--- src/rtl/pht_upd_ctrl_pkg.sv ---
// Shared fetch-unit definitions for the PHT update path: table geometry,
// counter encodings, update FIFO entry and the saturating counter step.
package pht_upd_ctrl_pkg;

  localparam int INDEXSIZE    = 4096;
  localparam int LOGINDEXSIZE = 12;
  localparam int SATCNTWIDTH  = 2;
  localparam int FIFODEPTH    = 4;

  typedef logic [SATCNTWIDTH-1:0] satcnt_t;

  typedef enum logic [SATCNTWIDTH-1:0] {
    SNT = 2'b00,
    WNT = 2'b01,
    WT  = 2'b10,
    ST  = 2'b11
  } satcnt_enc_e;

  localparam satcnt_t SATCNTINIT = satcnt_t'(WT);

  typedef enum logic {
    SWEEP = 1'b0,
    RUN   = 1'b1
  } ctrl_state_e;

  typedef struct packed {
    logic [LOGINDEXSIZE-1:0] idx;
    logic                    dir;
  } upd_entry_t;

  // Shared with the predictor read logic so both sides agree on saturation.
  function automatic satcnt_t sat_update(input satcnt_t cnt, input logic dir);
    satcnt_t w_next;
    if (dir) w_next = (cnt == '1) ? cnt : cnt + satcnt_t'(1);
    else     w_next = (cnt == '0) ? cnt : cnt - satcnt_t'(1);
    return w_next;
  endfunction

endpackage

--- src/rtl/pht_upd_fifo.sv ---
// Small synchronous FIFO holding retired-branch updates {index, direction}
// until the PHT write port is free to apply them.
module pht_upd_fifo
  import pht_upd_ctrl_pkg::*;
#(
  parameter int  DEPTH = FIFODEPTH,
  localparam int PTRW  = $clog2(DEPTH)
) (
  input  logic            clock,
  input  logic            reset_n,
  input  logic            push,
  input  logic            pop,
  input  logic            flush,
  input  upd_entry_t      wdata,
  output upd_entry_t      rdata,
  output logic            full,
  output logic            empty,
  output logic [PTRW:0]   count
);

  upd_entry_t          r_mem [DEPTH];
  logic [PTRW-1:0]     r_wrPtr;
  logic [PTRW-1:0]     r_rdPtr;
  logic [PTRW:0]       r_count;
  logic                w_doPush;
  logic                w_doPop;

  assign full     = (r_count == (PTRW+1)'(DEPTH));
  assign empty    = (r_count == '0);
  assign w_doPush = push & ~full & ~flush;
  assign w_doPop  = pop & ~empty & ~flush;
  assign rdata    = r_mem[r_rdPtr];
  assign count    = r_count;

  // Power-of-two depth lets the pointers wrap by plain overflow.
  always_ff @(posedge clock or posedge reset_n) begin
    if (reset_n) begin
      r_wrPtr <= '0;
      r_rdPtr <= '0;
      r_count <= '0;
    end else if (flush) begin
      r_wrPtr <= '0;
      r_rdPtr <= '0;
      r_count <= '0;
    end else begin
      if (w_doPush) r_wrPtr <= r_wrPtr + PTRW'(1);
      if (w_doPop)  r_rdPtr <= r_rdPtr + PTRW'(1);
      case ({w_doPush, w_doPop})
        2'b10:   r_count <= r_count + (PTRW+1)'(1);
        2'b01:   r_count <= r_count - (PTRW+1)'(1);
        default: r_count <= r_count;
      endcase
    end
  end

  always_ff @(posedge clock) begin
    if (w_doPush) r_mem[r_wrPtr] <= wdata;
  end

endmodule

--- src/rtl/pht_upd_ctrl.sv ---
// Owner of the PHT write port: clears the table by a one-entry-per-cycle
// sweep, then applies queued branch updates as read-modify-write.
module pht_upd_ctrl
  import pht_upd_ctrl_pkg::*;
#(
  parameter int                       INDEXSIZE    = pht_upd_ctrl_pkg::INDEXSIZE,
  parameter int                       LOGINDEXSIZE = pht_upd_ctrl_pkg::LOGINDEXSIZE,
  parameter int                       SATCNTWIDTH  = pht_upd_ctrl_pkg::SATCNTWIDTH,
  parameter logic [SATCNTWIDTH-1:0]   SATCNTINIT   = pht_upd_ctrl_pkg::SATCNTINIT,
  parameter int                       FIFODEPTH    = pht_upd_ctrl_pkg::FIFODEPTH
) (
  input  logic                          clock,
  input  logic                          reset_n,
  input  logic                          init_req_i,
  input  logic                          cm_valid_i,
  output logic                          cm_ready_o,
  input  logic [LOGINDEXSIZE-1:0]       cm_index_i,
  input  logic                          cm_brdir_i,
  input  logic                          upd_stall_i,
  output logic [LOGINDEXSIZE-1:0]       pht_upd_rd_index_o,
  input  logic [SATCNTWIDTH-1:0]        pht_upd_rd_cnt_i,
  output logic                          pht_we_o,
  output logic [LOGINDEXSIZE-1:0]       pht_wt_index_o,
  output logic [SATCNTWIDTH-1:0]        pht_wt_cnt_o,
  output logic                          busy_o,
  output logic [$clog2(FIFODEPTH):0]    fifo_cnt_o
);

  ctrl_state_e                r_state;
  ctrl_state_e                w_stateNext;
  logic [LOGINDEXSIZE-1:0]    r_sweepIdx;
  logic [LOGINDEXSIZE-1:0]    w_sweepIdxNext;
  logic                       w_sweepLast;
  logic                       w_fifoPush;
  logic                       w_fifoPop;
  logic                       w_fifoFull;
  logic                       w_fifoEmpty;
  upd_entry_t                 w_fifoWdata;
  upd_entry_t                 w_fifoHead;

  assign w_sweepLast = (r_sweepIdx == LOGINDEXSIZE'(INDEXSIZE - 1));
  assign w_fifoWdata = '{idx: cm_index_i, dir: cm_brdir_i};
  assign w_fifoPush  = cm_valid_i & cm_ready_o;

  pht_upd_fifo #(
    .DEPTH (FIFODEPTH)
  ) u_fifo (
    .clock   (clock),
    .reset_n (reset_n),
    .push    (w_fifoPush),
    .pop     (w_fifoPop),
    .flush   (init_req_i),
    .wdata   (w_fifoWdata),
    .rdata   (w_fifoHead),
    .full    (w_fifoFull),
    .empty   (w_fifoEmpty),
    .count   (fifo_cnt_o)
  );

  always_ff @(posedge clock or posedge reset_n) begin
    if (reset_n) begin
      r_state    <= SWEEP;
      r_sweepIdx <= '0;
    end else begin
      r_state    <= w_stateNext;
      r_sweepIdx <= w_sweepIdxNext;
    end
  end

  always_comb begin
    w_stateNext    = r_state;
    w_sweepIdxNext = r_sweepIdx;
    if (init_req_i) begin
      w_stateNext    = SWEEP;
      w_sweepIdxNext = '0;
    end else if (r_state == SWEEP) begin
      if (w_sweepLast) begin
        w_stateNext    = RUN;
        w_sweepIdxNext = '0;
      end else begin
        w_sweepIdxNext = r_sweepIdx + LOGINDEXSIZE'(1);
      end
    end
  end

  // Reset gates the outputs directly so the write port stays idle while held.
  // A flush cycle drops the head rather than writing it, since it is discarded.
  always_comb begin
    cm_ready_o         = 1'b0;
    pht_we_o           = 1'b0;
    pht_wt_index_o     = '0;
    pht_wt_cnt_o       = SATCNTINIT;
    pht_upd_rd_index_o = '0;
    busy_o             = 1'b1;
    w_fifoPop          = 1'b0;
    if (!reset_n) begin
      case (r_state)
        SWEEP: begin
          pht_we_o       = 1'b1;
          pht_wt_index_o = r_sweepIdx;
        end
        RUN: begin
          busy_o             = 1'b0;
          cm_ready_o         = ~w_fifoFull & ~init_req_i;
          pht_upd_rd_index_o = w_fifoHead.idx;
          if (!w_fifoEmpty && !upd_stall_i && !init_req_i) begin
            pht_we_o       = 1'b1;
            pht_wt_index_o = w_fifoHead.idx;
            pht_wt_cnt_o   = sat_update(pht_upd_rd_cnt_i, w_fifoHead.dir);
            w_fifoPop      = 1'b1;
          end
        end
        default: ;
      endcase
    end
  end

endmodule

--- config.mk ---
export PLATFORM = sky130hd
export DESIGN_NAME = pht_upd_ctrl
export DESIGN_NICKNAME = d
export VERILOG_FILES = /design/src/rtl/pht_upd_ctrl_pkg.sv /design/src/rtl/pht_upd_fifo.sv /design/src/rtl/pht_upd_ctrl.sv
export SDC_FILE = /design/constraint.sdc
export NUM_CORES = 1
export LEC_CHECK = 0
export ABC_AREA = 1
export BUFFER_PORTS_ARGS = -buffer_cell sky130_fd_sc_hd__buf_4
export CORE_UTILIZATION = 40
export DETAILED_ROUTE_END_ITERATION = 10
export GPL_TIMING_DRIVEN = 0
export MAX_ROUTING_LAYER = met4
export SETUP_SLACK_MARGIN = 0.02
export SLEW_MARGIN = 20
export SYNTH_ARGS = -nofsm -noshare
export SYNTH_HDL_FRONTEND = slang
export SYNTH_SLANG_ARGS = --single-unit
--- constraint.sdc ---
create_clock -name clock -period 2.91 [get_ports clock]
set_clock_uncertainty 0.15 [all_clocks]
set_input_delay 0.1455 -clock clock [delete_from_list [all_inputs] [get_ports clock]]
set_output_delay 0.1455 -clock clock [all_outputs]
set_load 0.05 [all_outputs]
==> flow_metrics.py <==
metrics = {
    "outcome": {
        "run_status": "completed",
    },
    "global_route": {
        "track_usage": 0.201,
        "grt_pass1_wl_um": 13000,
        "grt_pass1_vias": 2552,
        "grt_max_degree": 24,
        "gr-total-overflow": 0,
        "grt_antenna_before_repair": 0,
    },
    "placed_design": {
        "place_area_um2": 3980,
        "dpl_worst_slack_ns": 0.353,
        "post-place-cells": 508,
        "place_congestion": 0.855,
        "hpwl_um": 5640,
        "portBuffers": 51,
    },
    "synth": {
        "synth_compound_area_frac": 0.110,
        "synthSimpleGateAreaFrac": 0.203,
        "synth.area.mux_share": 0,
        "synth_seq_area_share": 0.597,
        "synth-xor-area-share": 0.0127,
        "netlist_area_um2": 3450,
        "synthCells": 352,
        "synth_top_family_by_area": "simple AND/OR/NAND/NOR gates",
        "synth_nets": 378,
        "yosys_register_bits": 72,
        "yosysWarnings": 0,
        "syn_avg_cell_area_um2": 9.81,
        "ys_types": 34,
        "synth_fa_ha_area_frac": 0.0239,
    },
    "critical_path": {
        "critPathKind": "in -> reg",
        "regToRegSetupSlack_ns": 0.68,
        "startpoint": "reset_n",
        "worstSetupEndpoint": "u_fifo.count[2]",
        "r2r-end": "u_fifo.count[2]",
        "crit_required_ns": 2.99,
        "critPathMaxFanout": 23,
        "reg2reg_from": "r_state",
        "crit_path_end_kind": "flop",
        "critPathLaunchType": "primary input",
        "arrival_ns": 2.66,
        "r2r.worst_path.cells": 13,
    },
    "clocking": {
        "clk_path_buf_depth": 2,
        "htreeDepth": 3,
        "cts_setup_buffers": 0,
        "numCtsBuffers": 9,
        "cts-root-buf": "clkbuf_8",
        "clkSlewWorstSetupHoldPaths_ns": 0.08,
        "clock_latency_ns": 0.33,
        "cts.sinks": 72,
        "cts_tree": "done",
    },
    "timing": {
        "slew_headroom": 0.458,
        "whs_ns": 0.0570,
        "min_period_ns": 2.58,
        "layout_setup_ws_ns": 0.334,
        "rsz0062_at_grt": "no",
        "setup_violations": 0,
        "hold_violations": 0,
        "worst_pin_slew_ns": 0.812,
        "timing.fmax_mhz": 388,
        "finalSetupTns_ns": 0,
        "slew_viol_final": 0,
        "fin_crit_sh": 0.885,
    },
    "die": {
        "rows": 33,
        "core_area_um2": 8300,
        "die-width_um": 94.9,
        "floorplan.initialDensity": 0.416,
        "io_pins": 52,
        "dieArea_um2": 9010,
        "die_h_um": 94.9,
    },
    "routing": {
        "drtAntennaViolNets": 0,
        "via_per_inst": 5.04,
        "firstDrtPassIters": 5,
        "wl_per_cell_um": 15.1,
        "dr_total_vias": 2720,
        "drt_iter0_drc": 110,
        "finalWirelength_um": 8130,
        "drc": 0,
    },
    "layout": {
        "drive_above_1_share": 0.214,
        "fin_util": 0.522,
        "num-nets-final": 456,
        "stdcell_area_um2": 4330,
        "fin_cells": 540,
        "area_growth_syn_to_layout_pct": 25.3,
        "diodes": 0,
    },
    "power_and_ir_drop": {
        "p_per_area_nw_per_um2": 460,
        "p_total_mw": 1.99,
        "max-vdd-ir-drop_mv": 0.309,
        "p_leak_nw": 1.73,
    },
    "job": {
        "drv_cap": 0,
    },
    "worst_hold_path": {
        "min_path_type": "in -> reg",
    },
}
final cells by class:
type                    count  area [um2]
well taps                 105         131
fillers                   753        3970
clock inverters             6        58.8
plain buffers              13        73.8
clock buffers              10         128
flip-flops and latches     72        2060
multi-input cells         238        1220
inverters                  29         115
repair buffers             67         543
cells in the mapped netlist:
cell type  instances  area share
buf_6              2      0.0065
o21ai_1            2      0.0029
nand2_1           72       0.078
inv_4              1      0.0018
nand2_4            2      0.0065
a21oi_1           15       0.022
fa_1               1      0.0058
xor2_1             3      0.0076
nor3_4             1      0.0047
nor2_1            48       0.052
buf_2              7       0.010
clkbuf_1           2      0.0022
nor3_2             2      0.0058
edfxtp_1          52        0.45
ha_1               5       0.018
nor3_1             3      0.0043
and3_1             1      0.0018
dfrtp_1           20        0.14
buf_1              1      0.0011
xnor2_1            2      0.0051
a21oi_2            1      0.0025
nand2_2            1      0.0018
nor2_2             1      0.0018
inv_2              2      0.0022
nand4_1            6       0.011
o22ai_1           15       0.027
o31ai_1            1      0.0022
nand3_4            1      0.0051
clkbuf_2           1      0.0014
nand3_1           16       0.023
o21ai_0           37       0.054
nor2_4             2      0.0065
clkinv_1           1      0.0011
inv_1             25       0.027
flip-flops by register name, summed over array words and instances (netlist names):
| register | cells |
|---|---|
| r_sweepIdx | 12 |
| u_fifo.count | 3 |
| u_fifo.r_wrPtr | 2 |
| u_fifo.r_mem | 52 |
| r_state | 1 |
| u_fifo.r_rdPtr | 2 |
how the worst min path moves through the flow:
stage | to | slack, ns | startpoint | cells past startpoint
after floorplan | r_state | -0.02 | reset_n | 1
after global placement | u_fifo.r_mem[1][3] | 0.20 | cm_index_i[2] | 1
after detailed placement | u_fifo.r_mem[3][0] | 0.20 | cm_brdir_i | 1
after CTS | u_fifo.r_rdPtr[1] | 0.05 | upd_stall_i | 4
after global routing | u_fifo.r_rdPtr[1] | 0.09 | upd_stall_i | 4
final | u_fifo.r_rdPtr[1] | 0.06 | upd_stall_i | 4
critical path: stages:
cell           delay, ns
dlygate4sd3_1       0.53
buf_4               0.15
clkinvlp_4          0.43
nand2_1             0.31
nor2_4              0.10
nand2_4             0.10
inv_1               0.06
fa_1                0.37
xnor2_1             0.19
inv_1               0.07
nand2_1             0.07
nand2_1             0.05
nand2_1             0.06
nand2_1             0.04
cells by family after synthesis:
| family | Yosys count |
|---|---|
| DFF | 72 |
| AOI/OAI and AO/OA | 71 |
| adders and majority gates | 6 |
| buffers and inverters | 42 |
| and+or+nand+nor | 156 |
| xor gates and xnor gates | 5 |
power breakdown:
part           internal, mW  switching, mW
sequential             1.11        0.00741
combinational        0.0484         0.0675
clock                 0.392          0.371
total                  1.55          0.446
routing by layer:
layer / GRT usage / vias to the layer above / part of all wire / wire [um]
met5: - / - / 0 / 0
met4: 0.0606 / 0 / 0.0098 / 80
met3: 0.0314 / 7 / 0.024 / 199
met2: 0.330 / 45 / 0.50 / 4080
met1: 0.257 / 1298 / 0.46 / 3770
li1: - / 1370 / - / -
placed cells by master (no fill, tap or decap), types with 3 or more instances in the layout:
cell type      instances
o21ai_0               37
nor2_1                44
o22ai_1               15
nand4_1                6
nor3_1                 3
edfxtp_1              52
buf_4                 51
nand2_1               72
buf_2                  7
nand3_1               16
clkbuf_8               9
a21oi_1               15
clkbuf_1               3
inv_1                 24
clkinv_1               3
dfrtp_1               20
nor2_2                 5
ha_1                   5
xor2_1                 3
dlygate4sd3_1         16
what timing repair did:
item,in CTS,in global routing
setup endpoints to repair,0,5
endpoints found under the hold margin,78,0
hold buffers,16,0
gates resized for setup,0,1
Power figures use the tool's default switching activity.
